## config.mk

```make
export PLATFORM = sky130hd
export DESIGN_NAME = aer_receiver_flat
export DESIGN_NICKNAME = d
export VERILOG_FILES = /design/src/rtl/aer_pkg.sv /design/src/rtl/aer_if.sv /design/src/rtl/aer_sync.sv /design/src/rtl/aer_receiver.sv /design/src/flat_wrapper.sv
export SDC_FILE = /design/constraint.sdc
export NUM_CORES = 1
export LEC_CHECK = 0
export ABC_CLOCK_PERIOD_IN_PS = 1700
export CAP_MARGIN = 20
export CORE_MARGIN = 2
export CORE_UTILIZATION = 40
export CTS_CLUSTER_DIAMETER = 40
export CTS_CLUSTER_SIZE = 40
export DETAILED_ROUTE_END_ITERATION = 10
export SETUP_SLACK_MARGIN = 0.5
export SLEW_MARGIN = 20
export SYNTH_ARGS = -nofsm -noshare
export SYNTH_HDL_FRONTEND = slang
export SYNTH_SLANG_ARGS = --single-unit
```

## constraint.sdc

```tcl
create_clock -name clk -period 1.7 [get_ports clk]
set_clock_uncertainty 0.05 [all_clocks]
set_input_delay 0.255 -clock clk [delete_from_list [all_inputs] [get_ports clk]]
set_output_delay 0.255 -clock clk [all_outputs]
set_load 0.01 [all_outputs]
```

## src/rtl/aer_pkg.sv

```systemverilog
// Shared types and constants for the address-event receiver.
package aer_pkg;

  typedef enum logic {
    IDLE = 1'b0,
    ACK  = 1'b1
  } aer_state_t;

  localparam int EVENT_CNT_W = 16;
  localparam int PULSE_CNT_W = 8;

  // Smallest address width able to name n neuron lines.
  function automatic int addr_width(input int n);
    return (n > 1) ? $clog2(n) : 1;
  endfunction

endpackage

```

## src/rtl/aer_if.sv

```systemverilog
// Four-phase address-event link: transmitter drives req/addr, receiver answers with ack.
interface aer_if #(
  parameter int ADDR_WIDTH = 3
);

  logic                  aer_req;
  logic [ADDR_WIDTH-1:0] aer_addr;
  logic                  aer_ack;

  modport master (output aer_req, output aer_addr, input aer_ack);
  modport slave  (input aer_req, input aer_addr, output aer_ack);

endinterface

```

## src/rtl/aer_sync.sv

```systemverilog
// Generic two-flop synchronizer; only compiled when AER_RX_SYNC_EN is defined,
// which is the only build that instantiates it.
`ifdef AER_RX_SYNC_EN
module aer_sync #(
  parameter int WIDTH = 1
) (
  input  logic             clk,
  input  logic             reset,
  input  logic [WIDTH-1:0] d,
  output logic [WIDTH-1:0] q
);

  logic [WIDTH-1:0] meta;

  always_ff @(posedge clk) begin
    if (!reset) begin
      meta <= '0;
      q    <= '0;
    end else begin
      meta <= d;
      q    <= meta;
    end
  end

endmodule
`endif

```

## src/rtl/aer_receiver.sv

```systemverilog
// AER receiver: four-phase handshake, address decode and per-neuron spike stretching.
// Define AER_RX_SYNC_EN to pass aer_req through a two-flop synchronizer.
module aer_receiver
  import aer_pkg::*;
#(
  parameter int VECTOR_WIDTH = 5,
  parameter int ADDR_WIDTH   = 3,
  parameter int PULSE_LEN    = 4
) (
  input  logic                    clk,
  input  logic                    reset,
  aer_if.slave                    aer,
  output logic [VECTOR_WIDTH-1:0] spikes,
  output logic                    addr_err,
  output logic [EVENT_CNT_W-1:0]  event_cnt
);

  // One extra bit so VECTOR_WIDTH == 2**ADDR_WIDTH still compares correctly.
  localparam logic [ADDR_WIDTH:0]    VEC_LIMIT  = (ADDR_WIDTH + 1)'(VECTOR_WIDTH);
  localparam logic [PULSE_CNT_W-1:0] PULSE_LOAD = PULSE_CNT_W'(PULSE_LEN);

  logic       req_s;
  logic       accept;
  logic       in_range;
  aer_state_t state, state_next;
  logic [PULSE_CNT_W-1:0] pulse_cnt [VECTOR_WIDTH];

`ifdef AER_RX_SYNC_EN
  aer_sync #(.WIDTH(1)) u_req_sync (
    .clk   (clk),
    .reset (reset),
    .d     (aer.aer_req),
    .q     (req_s)
  );
`else
  assign req_s = aer.aer_req;
`endif

  always_ff @(posedge clk) begin
    // NOTE: sequential state uses <= so every flop samples pre-edge values.
    if (!reset) state <= IDLE;
    else        state <= state_next;
  end

  always_comb begin
    // NOTE: defaults first so no path leaves an output unassigned (no latch).
    state_next = state;
    accept     = 1'b0;
    unique case (state)
      IDLE: if (req_s) begin
        state_next = ACK;
        accept     = 1'b1;
      end
      ACK:  if (!req_s) state_next = IDLE;
    endcase
  end

  assign aer.aer_ack = (state == ACK);
  assign in_range    = {1'b0, aer.aer_addr} < VEC_LIMIT;

  // Address is only looked at on the accepting edge; later changes are ignored.
  always_ff @(posedge clk) begin
    if (!reset) begin
      // NOTE: these counters are plain flops, not RAM; clearing them keeps spikes low out of reset.
      for (int i = 0; i < VECTOR_WIDTH; i++) pulse_cnt[i] <= '0;
      addr_err  <= 1'b0;
      event_cnt <= '0;
    end else begin
      for (int i = 0; i < VECTOR_WIDTH; i++) begin
        if (accept && in_range && aer.aer_addr == ADDR_WIDTH'(i))
          pulse_cnt[i] <= PULSE_LOAD;
        else if (pulse_cnt[i] != '0)
          pulse_cnt[i] <= pulse_cnt[i] - 1'b1;
      end
      addr_err <= accept && !in_range;
      if (accept && in_range) event_cnt <= event_cnt + 1'b1;
    end
  end

  always_comb begin
    spikes = '0;
    for (int i = 0; i < VECTOR_WIDTH; i++) spikes[i] = (pulse_cnt[i] != '0);
  end

endmodule

```

## src/flat_wrapper.sv

```systemverilog
// flat-port wrapper written by rule: the top's interface ports become plain ports
module aer_receiver_flat import aer_pkg::*;
#(
  parameter int VECTOR_WIDTH = 5,
  parameter int ADDR_WIDTH   = 3,
  parameter int PULSE_LEN    = 4
)
  (clk, reset, spikes, addr_err, event_cnt, aer_aer_req, aer_aer_addr, aer_aer_ack);
  aer_if #(.ADDR_WIDTH(ADDR_WIDTH)) aer_i ();
  input  logic clk;
  input  logic reset;
  output logic [VECTOR_WIDTH-1:0] spikes;
  output logic addr_err;
  output logic [EVENT_CNT_W-1:0] event_cnt;
  input wire logic [$bits(aer_i.aer_req)-1:0] aer_aer_req;
  input wire logic [$bits(aer_i.aer_addr)-1:0] aer_aer_addr;
  output wire logic [$bits(aer_i.aer_ack)-1:0] aer_aer_ack;
  assign aer_i.aer_req = aer_aer_req;
  assign aer_i.aer_addr = aer_aer_addr;
  assign aer_aer_ack = aer_i.aer_ack;
  aer_receiver #(.VECTOR_WIDTH(VECTOR_WIDTH), .ADDR_WIDTH(ADDR_WIDTH), .PULSE_LEN(PULSE_LEN)) u_core (.clk(clk), .reset(reset), .aer(aer_i), .spikes(spikes), .addr_err(addr_err), .event_cnt(event_cnt));
endmodule
```

* Word-level counts from Yosys, hierarchy flattened
Memory sizes are Yosys's and may differ from the RTL's. Index checks and enable logic that the tools add are counted.
Storage, ports and cells: bits in registers 18, bits in writable memories 40, input bits 6, output and inout port bits 23, logic and storage cells 87, memories 1
Cells by class: $add $sub $neg 6, magnitude comparators 1, eq/ne operators 4, multiplexer cells 48, bitwise gates (word level) 10, reduce and logical (&&, ||, !) cells 14
Memories:
- u_core.pulse_cnt | depth 5, bits a word 8, read ports 5, clocked after Yosys merged registers in 0, wr ports 5, line aer_receiver.sv:26 | logic [PULSE_CNT_W-1:0] pulse_cnt [VECTOR_WIDTH];
Operators by type and width (count):
- 8-bit 2-to-1 mux | 10
- 8-bit nonzero test | 5
- 8-bit by 1-bit subtractor with 8-bit output, second input constant | 5
- 1-bit 2-to-1 mux | 38
- 16-bit by 1-bit adder with 16-bit output, second input constant | 1
- 1-bit bitwise OR | 10
- 1-bit logical AND | 7
- 3-bit by 2-bit == test with 1-bit output, second input constant | 2
- 3-bit by 1-bit == test with 1-bit output, second input constant | 1
- 3-bit == test, second input constant | 1
- 3-bit zero test | 1
- 3-bit less-than comparator, second input constant | 1
- 1-bit zero test | 1

* Depth between registers and ports, before layout
Gate-level depths: netlist (run 1).
depth in word-level cells 9, depth in mapped cells 7, mapped depth without buffers 7

* Worst setup path after synthesis (run 1)
Ideal clock, no wire load.
path type reg2reg, from memory u_core.pulse_cnt[3][5], to memory u_core.pulse_cnt[2][2], data pin, setup time 0.255 ns, arrival 1.527 ns, required time 1.395 ns, path slack -0.132 ns, cell stages (with the launch flop) 5, buffers on the path 0, clock period less this slack 1.832 ns, cells stage by stage edfxtp_1 -> nor4_4 -> nand3_4 -> o41ai_4 -> o21ba_1
RTL lines (line):
- from (decl) | aer_receiver.sv:26

==> results of run 1 <==
-- tightest hold or removal path, stage by stage --
cell	delay [ns]
dlygate4sd2_1	0.23
buf_6	0.11
and2_1	0.10
-- cells in the mapped netlist, drive strengths merged, types with 2 or more instances --
master	count
and3	2
nand2	21
xor2	18
edfxtp	40
dfxtp	18
o21ai	7
a21oi	14
nand4	6
or4	5
and4	3
o21ba	2
ha	10
nor3	2
inv	14
a31oi	3
and2	3
o21bai	2
nand4b	2
nor4	12
o31ai	5
clkbuf	5
nand2b	4
or3	5
xnor2	14
nor2	56
nand3	13
-- layer usage --
metal / track usage, % / part of all wire [%]
met1: 24.7 / 46
met2: 32.5 / 50
met3: 3.12 / 2.9
met4: 8.08 / 1.6
met5: 0 / 0
-- state kept, by name, indices dropped and copies added, names as in the netlist --
name                flops
u_core.addr_err         1
u_core.aer.aer_ack      1
u_core.event_cnt       16
u_core.pulse_cnt       40
-- how the worst min path moves through the flow --
stage | endpoint | cells past startpoint
floorplan | u_core.addr_err$_SDFF_PN0_ | 2
detailed placement | u_core.event_cnt[15]$_SDFFE_PN0P_ | 2
CTS | u_core.aer.aer_ack$_SDFF_PN0_ | 3
global placement | u_core.event_cnt[15]$_SDFFE_PN0P_ | 2
finish | u_core.aer.aer_ack$_SDFF_PN0_ | 3
global route | u_core.aer.aer_ack$_SDFF_PN0_ | 3
-- cell usage in the layout (no fill, tap or decap), types with 3 or more instances in the layout --
cell type       n
a21oi_1         9
o21ai_0         4
nor2_1         45
inv_2           3
nor4_4         10
a21oi_2         5
buf_2          12
nor2_2          6
buf_6          43
clkinv_2        3
clkbuf_8       11
nand3_1         4
dfxtp_2         9
or3_1           3
edfxtp_1       40
o31ai_1         5
xnor2_1        11
xor2_1         17
ha_1            8
dlygate4sd2_1   4
inv_1          11
a31oi_1         3
nand2_1        17
nand3_2         3
nand3_4         6
or4_4           5
nand4_1         5
nor2_4          5
dfxtp_4         7
buf_4          84
and4_1          3
xnor2_2         3
-- what timing repair did --
| action | CTS | global route |
|---|---|---|
| gates cloned | 0 | 0 |
| resized for setup | 169 | 39 |
| pin swaps | 31 | 25 |
| setup endpoints to repair | 120 | 108 |
| setup buffers | 37 | 15 |
-- power breakdown --
part           switching (µW)  internal [µW]
Combinational            1810           2190
Sequential                314           2030
Clock                     576            690
-- cell families after synthesis --
| logic type | share of synthesized area (%) |
|---|---|
| AND/OR/NAND/NOR | 25.2 |
| flip-flops | 50.3 |
| AO/OA/AOI/OAI | 8.87 |
| XOR/XNOR | 9.03 |
| buffers and inverters | 2.50 |
| adder cells (fa/ha/maj) | 4.03 |
-- metrics by stage --
step	instances	TNS [ns]	worst slack (ns)
4_1_cts	539	-5.18	-0.229
6_report	554	-5.98	-0.268
3_3_place_gp	486	-16.58	-0.256
2_1_floorplan	297	-0.508	-0.132
3_5_place_dp	486	-17.82	-0.271
5_1_grt	554	-11.73	-0.340
-- cell type report --
type	count	share of cell area, %
multi-input combinational	219	36.7
timing repair buffer	145	24.2
inverter	14	1.04
clock buffer	12	3.49
tap	102	2.52
sequential	58	31.6
clock inverter	4	0.420
==> metrics, run 1 <==
outcome=complete, but fails checks; failing checks=setup timing; post-synthesis net count=313; number of placement rows=32; number of remaining DRC errors=0; Max stage delay on crit path=0.45 ns; Cell variety after synth=44; minimum hold slack=0.344 ns; Remaining Overflow, GRT=0; final setup slack of the worst path=-0.268 ns; area occupied by multi-input gates=1860 µm²; number of nets still failing antenna checks after routing=0; die area=8480 µm²; vias after detailed routing=2,745; Peak supply drop=0.000779 V; count of TritonRoute iterations in the first routing pass=4; end point of the critical path=u_core.pulse_cnt[3][2]$_SDFFCE_PN0P_; setup repair after global routing missed its margin=true; post-synthesis cell count=297; die width=92.1 µm; final max-slew violation count=0; category of the worst setup path capture point=register; reg-to-reg critical path endpoint=u_core.pulse_cnt[3][2]$_SDFFCE_PN0P_; share of synthesized area occupied by flip-flops and latches=50.3%; initial drt markers=180; total wire length after detailed routing=7810 µm; final setup violation count=63; area overhead of the layout relative to synthesis=63.0%; mean cell area of the mapped netlist=10.4 µm²; Post-synth ARST share=0%; total cell area at the placement stage=4110 µm²; HPWL after detailed placement=4970 µm; Starting Density=40.8%; FF-to-FF path depth=6; via count of the first global-routing pass=2,765; cell type of the slowest stage on the worst timing path=edfxtp_1; number of hold buffers added after cts=0; total number of cells along the worst setup path=6; top-area cell type share of the netlist area=38.7%; Final #Nets=463; origin of the worst min-delay path=aer_aer_req; clock input transition at the sequential cells of the worst setup and hold paths=0.07 ns; pin count of the biggest net entering global routing=19; I/O Buffers=28; global routing usage summed across all routing layers=19.3%; most used flip-flop cell after synthesis=edfxtp_1; reg-to-reg setup timing slack=-0.27 ns; total of fill cells in the finished design=604; startpoint type of the worst setup path=register; share of final-layout standard cells stronger than drive strength 1=54.2%; Static Leakage=0.00213 µW; top cell type by total area after synthesis=edfxtp_1; clock insertion delay at the later pin of the skew report=0.34 ns; startpoint of the most critical register-to-register path=u_core.pulse_cnt[0][3]$_SDFFCE_PN0P_; warnings from Yosys=0; Root Driver=clkbuf_8; worst path arrival time=2.00 ns; post-DR wirelength/cell=14.1 µm; count of buffer and inverter cells on the critical path=2; PD cells=1500 nW/µm²; CP Data Required Time=1.73 ns; Min Clock Period, post-route=1.97 ns; Max-Cap Viols=0; number of clock sinks=58; first-pass GRT wire length=13,000 µm; final antenna diode count=0; Cell Area, Synth=3100 µm²; final period utilization=116%; number of buffers added by the clock tree synthesis step=9; worst setup path start=u_core.pulse_cnt[0][3]$_SDFFCE_PN0P_; biggest fanout along the worst timing path=3; CTS tree=done; total power consumption of the routed design=7610 µW; number of antenna violations at the first check in global routing=0; sequential cell area in the final layout=1600 µm²; Tightest Pin Transition=0.479 ns; Worst Setup Path Type=register to register; FF+latch count, synth=58; Bufs on Longest Clock Path=2; Core Box Area=7610 µm²; CTS H-Tree Depth=3; routed vias/inst=4.95; count of endpoints failing hold in the final timing report=0; Slew headroom=67.9%; height of the chip=92.1 µm; ordered list of cells on the worst path=nor4_4, nand3_2, buf_6, o41ai_4, buf_4, a31oi_1; class of the most critical hold timing path=input pin to register; GPL Wtd Cong=0.788; number of enable flip-flop cells after synthesis=40; Top delay family on crit path=simple AND/OR/NAND/NOR gates; largest cells by area after synthesis=edfxtp_1 (39%), dfxtp_1 (12%), nor2_1 (6.8%); top-level I/O count=29; maximum frequency from static timing analysis=508 MHz; Finished Cell Area=5060 µm²; share of the core filled with cells=66.5%
(Power assumes the default switching activity.)
==> inputs of run 2 (changes only) <==
Settings changed: CELL_PAD_IN_SITES_DETAIL_PLACEMENT set to 0, CELL_PAD_IN_SITES_GLOBAL_PLACEMENT set to 1, PLACE_DENSITY set to 0.8.
==> metrics, run 2 (synthesis results as in run 1) <==
outcome=complete, but fails checks; failing checks=setup timing; I/O Buffers=28; post-DR wirelength/cell=15.1 µm; number of nets still failing antenna checks after routing=0; Core Box Area=7610 µm²; vias after detailed routing=2,745; biggest fanout along the worst timing path=4; share of final-layout standard cells stronger than drive strength 1=56.9%; Starting Density=40.8%; top flop regs=u_core.pulse_cnt x40, u_core.event_cnt x16; Final #Nets=454; routed vias/inst=5.04; final antenna diode count=0; non-filler cells in the finished layout=545; Static Leakage=0.00209 µW; count of endpoints failing hold in the final timing report=0; number of remaining DRC errors=0; number of placement rows=32; worst path arrival time=1.95 ns; final period utilization=112%; combinational share of power=54.6%; cell count after placement=479; count of buffer and inverter cells on the critical path=1; CTS H-Tree Depth=3; total wire length after detailed routing=8230 µm; Bufs on Longest Clock Path=2; maximum frequency from static timing analysis=523 MHz; category of the worst setup path capture point=register; most used cells in the layout excluding fill and tap cells=buf_4 (73), buf_6 (43), edfxtp_1 (40); number of buffers added by the clock tree synthesis step=9; Internal=5010 µW; die width=92.1 µm; area overhead of the layout relative to synthesis=64.8%; number of clock sinks=58; Max-Cap Viols=0; number of antenna violations at the first check in global routing=0; minimum hold slack=0.338 ns; pin count of the biggest net entering global routing=19; clock input transition at the sequential cells of the worst setup and hold paths=0.06 ns; GPL Wtd Cong=0.858; setup repair after global routing missed its margin=true; Tightest Pin Transition=0.469 ns; initial drt markers=95; CTS tree=done; Worst Setup Path Type=register to register; global routing usage summed across all routing layers=19.2%; Remaining Overflow, GRT=0; Peak supply drop=0.000846 V; class of the most critical hold timing path=input pin to register; HPWL after detailed placement=5000 µm; startpoint type of the worst setup path=register; count of TritonRoute iterations in the first routing pass=4; PD cells=1540 nW/µm²; final setup slack of the worst path=-0.211 ns; Psw=2880 µW; cell type of the slowest stage on the worst timing path=edfxtp_1; CP Data Required Time=1.74 ns; clock insertion delay at the later pin of the skew report=0.34 ns; final setup violation count=46; Top delay family on crit path=compound AO/OA/AOI/OAI gates; register share of total power=29.6%; register ranked first by flip-flop count=u_core.pulse_cnt; die area=8480 µm²; fraction of power spent switching nets=36.5%; Slew headroom=68.6%; fraction of power consumed by the clock network=15.8%; Min Clock Period, post-route=1.91 ns; ordered list of cells on the worst path=nor4_4, nand3_2, buf_6, o41ai_4, o21ba_1; top-level I/O count=29; Max stage delay on crit path=0.43 ns; most common library cell in the layout ignoring fill and taps=buf_4; Root Driver=clkbuf_8; final max-slew violation count=0; via count of the first global-routing pass=2,759; first-pass GRT wire length=12,800 µm; height of the chip=92.1 µm; max reg flops=40
run 2: repair_timing:
item / 4_1_cts / 5_1_grt
hold buffers: 0 / 0
endpoints found under the hold margin: 0 / 0
pin swaps: 28 / 31
buffers inserted: 31 / 19
resized for setup: 186 / 56
setup endpoints to repair: 119 / 106
run 2: power groups by stage:
| stage | clock network [µW] | logic [µW] | registers (µW) |
|---|---|---|---|
| after detailed placement | 0 | 2880 | 2330 |
| after floorplan | 0 | 1700 | 2410 |
| after CTS | 1270 | 3600 | 2320 |
| after global routing | 1320 | 4620 | 2380 |
| final | 1250 | 4300 | 2340 |
| after global placement | 0 | 2800 | 2310 |
run 2: final cells by class:
class                   count  area [µm²]
fillers                   582        2490
clock buffers              13         149
flip-flops and latches     58        1600
well taps                 102         128
clock inverters             3        38.8
inverters                  14        52.6
multi-input cells         219        1980
repair buffers            136        1160
run 2: worst paths after layout:
path | startpoint | end | slack [ns] | cells past startpoint
setup / recovery | u_core.pulse_cnt[1][5]$_SDFFCE_PN0P_ | u_core.pulse_cnt[1][2]$_SDFFCE_PN0P_ | -0.21 | 5
hold / removal | aer_aer_req | u_core.aer.aer_ack$_SDFF_PN0_ | 0.34 | 2
setup reg to reg | u_core.pulse_cnt[1][5]$_SDFFCE_PN0P_ | u_core.pulse_cnt[1][2]$_SDFFCE_PN0P_ | -0.21 | 5
hold reg to reg | u_core.event_cnt[15]$_SDFFE_PN0P_ | u_core.event_cnt[15]$_SDFFE_PN0P_ | 0.47 | 2
run 2: metal layers:
layer	vias up	part of all wire, %	wire length (µm)	global-route usage (%)
li1	1346	-	-	-
met1	1341	46	3750	24.5
met2	45	51	4160	32.2
met3	13	2.3	188	2.79
met4	0	1.6	128	8.96
met5	-	0	0	0
run 2: per-stage QoR:
step / power [µW] / setup TNS [ns] / setup WS (ns) / area (µm²) / util (%)
after floorplan: 4100 / -0.508 / -0.132 / 3290 / -
after global placement: 5110 / -14.57 / -0.219 / 4060 / 53.4
after detailed placement: 5210 / -17.04 / -0.263 / 4060 / 53.4
after CTS: 7200 / -2.17 / -0.264 / 4770 / 62.7
after global routing: 8310 / -7.72 / -0.285 / 5110 / 67.2
final: 7880 / -4.30 / -0.211 / 5110 / 67.2
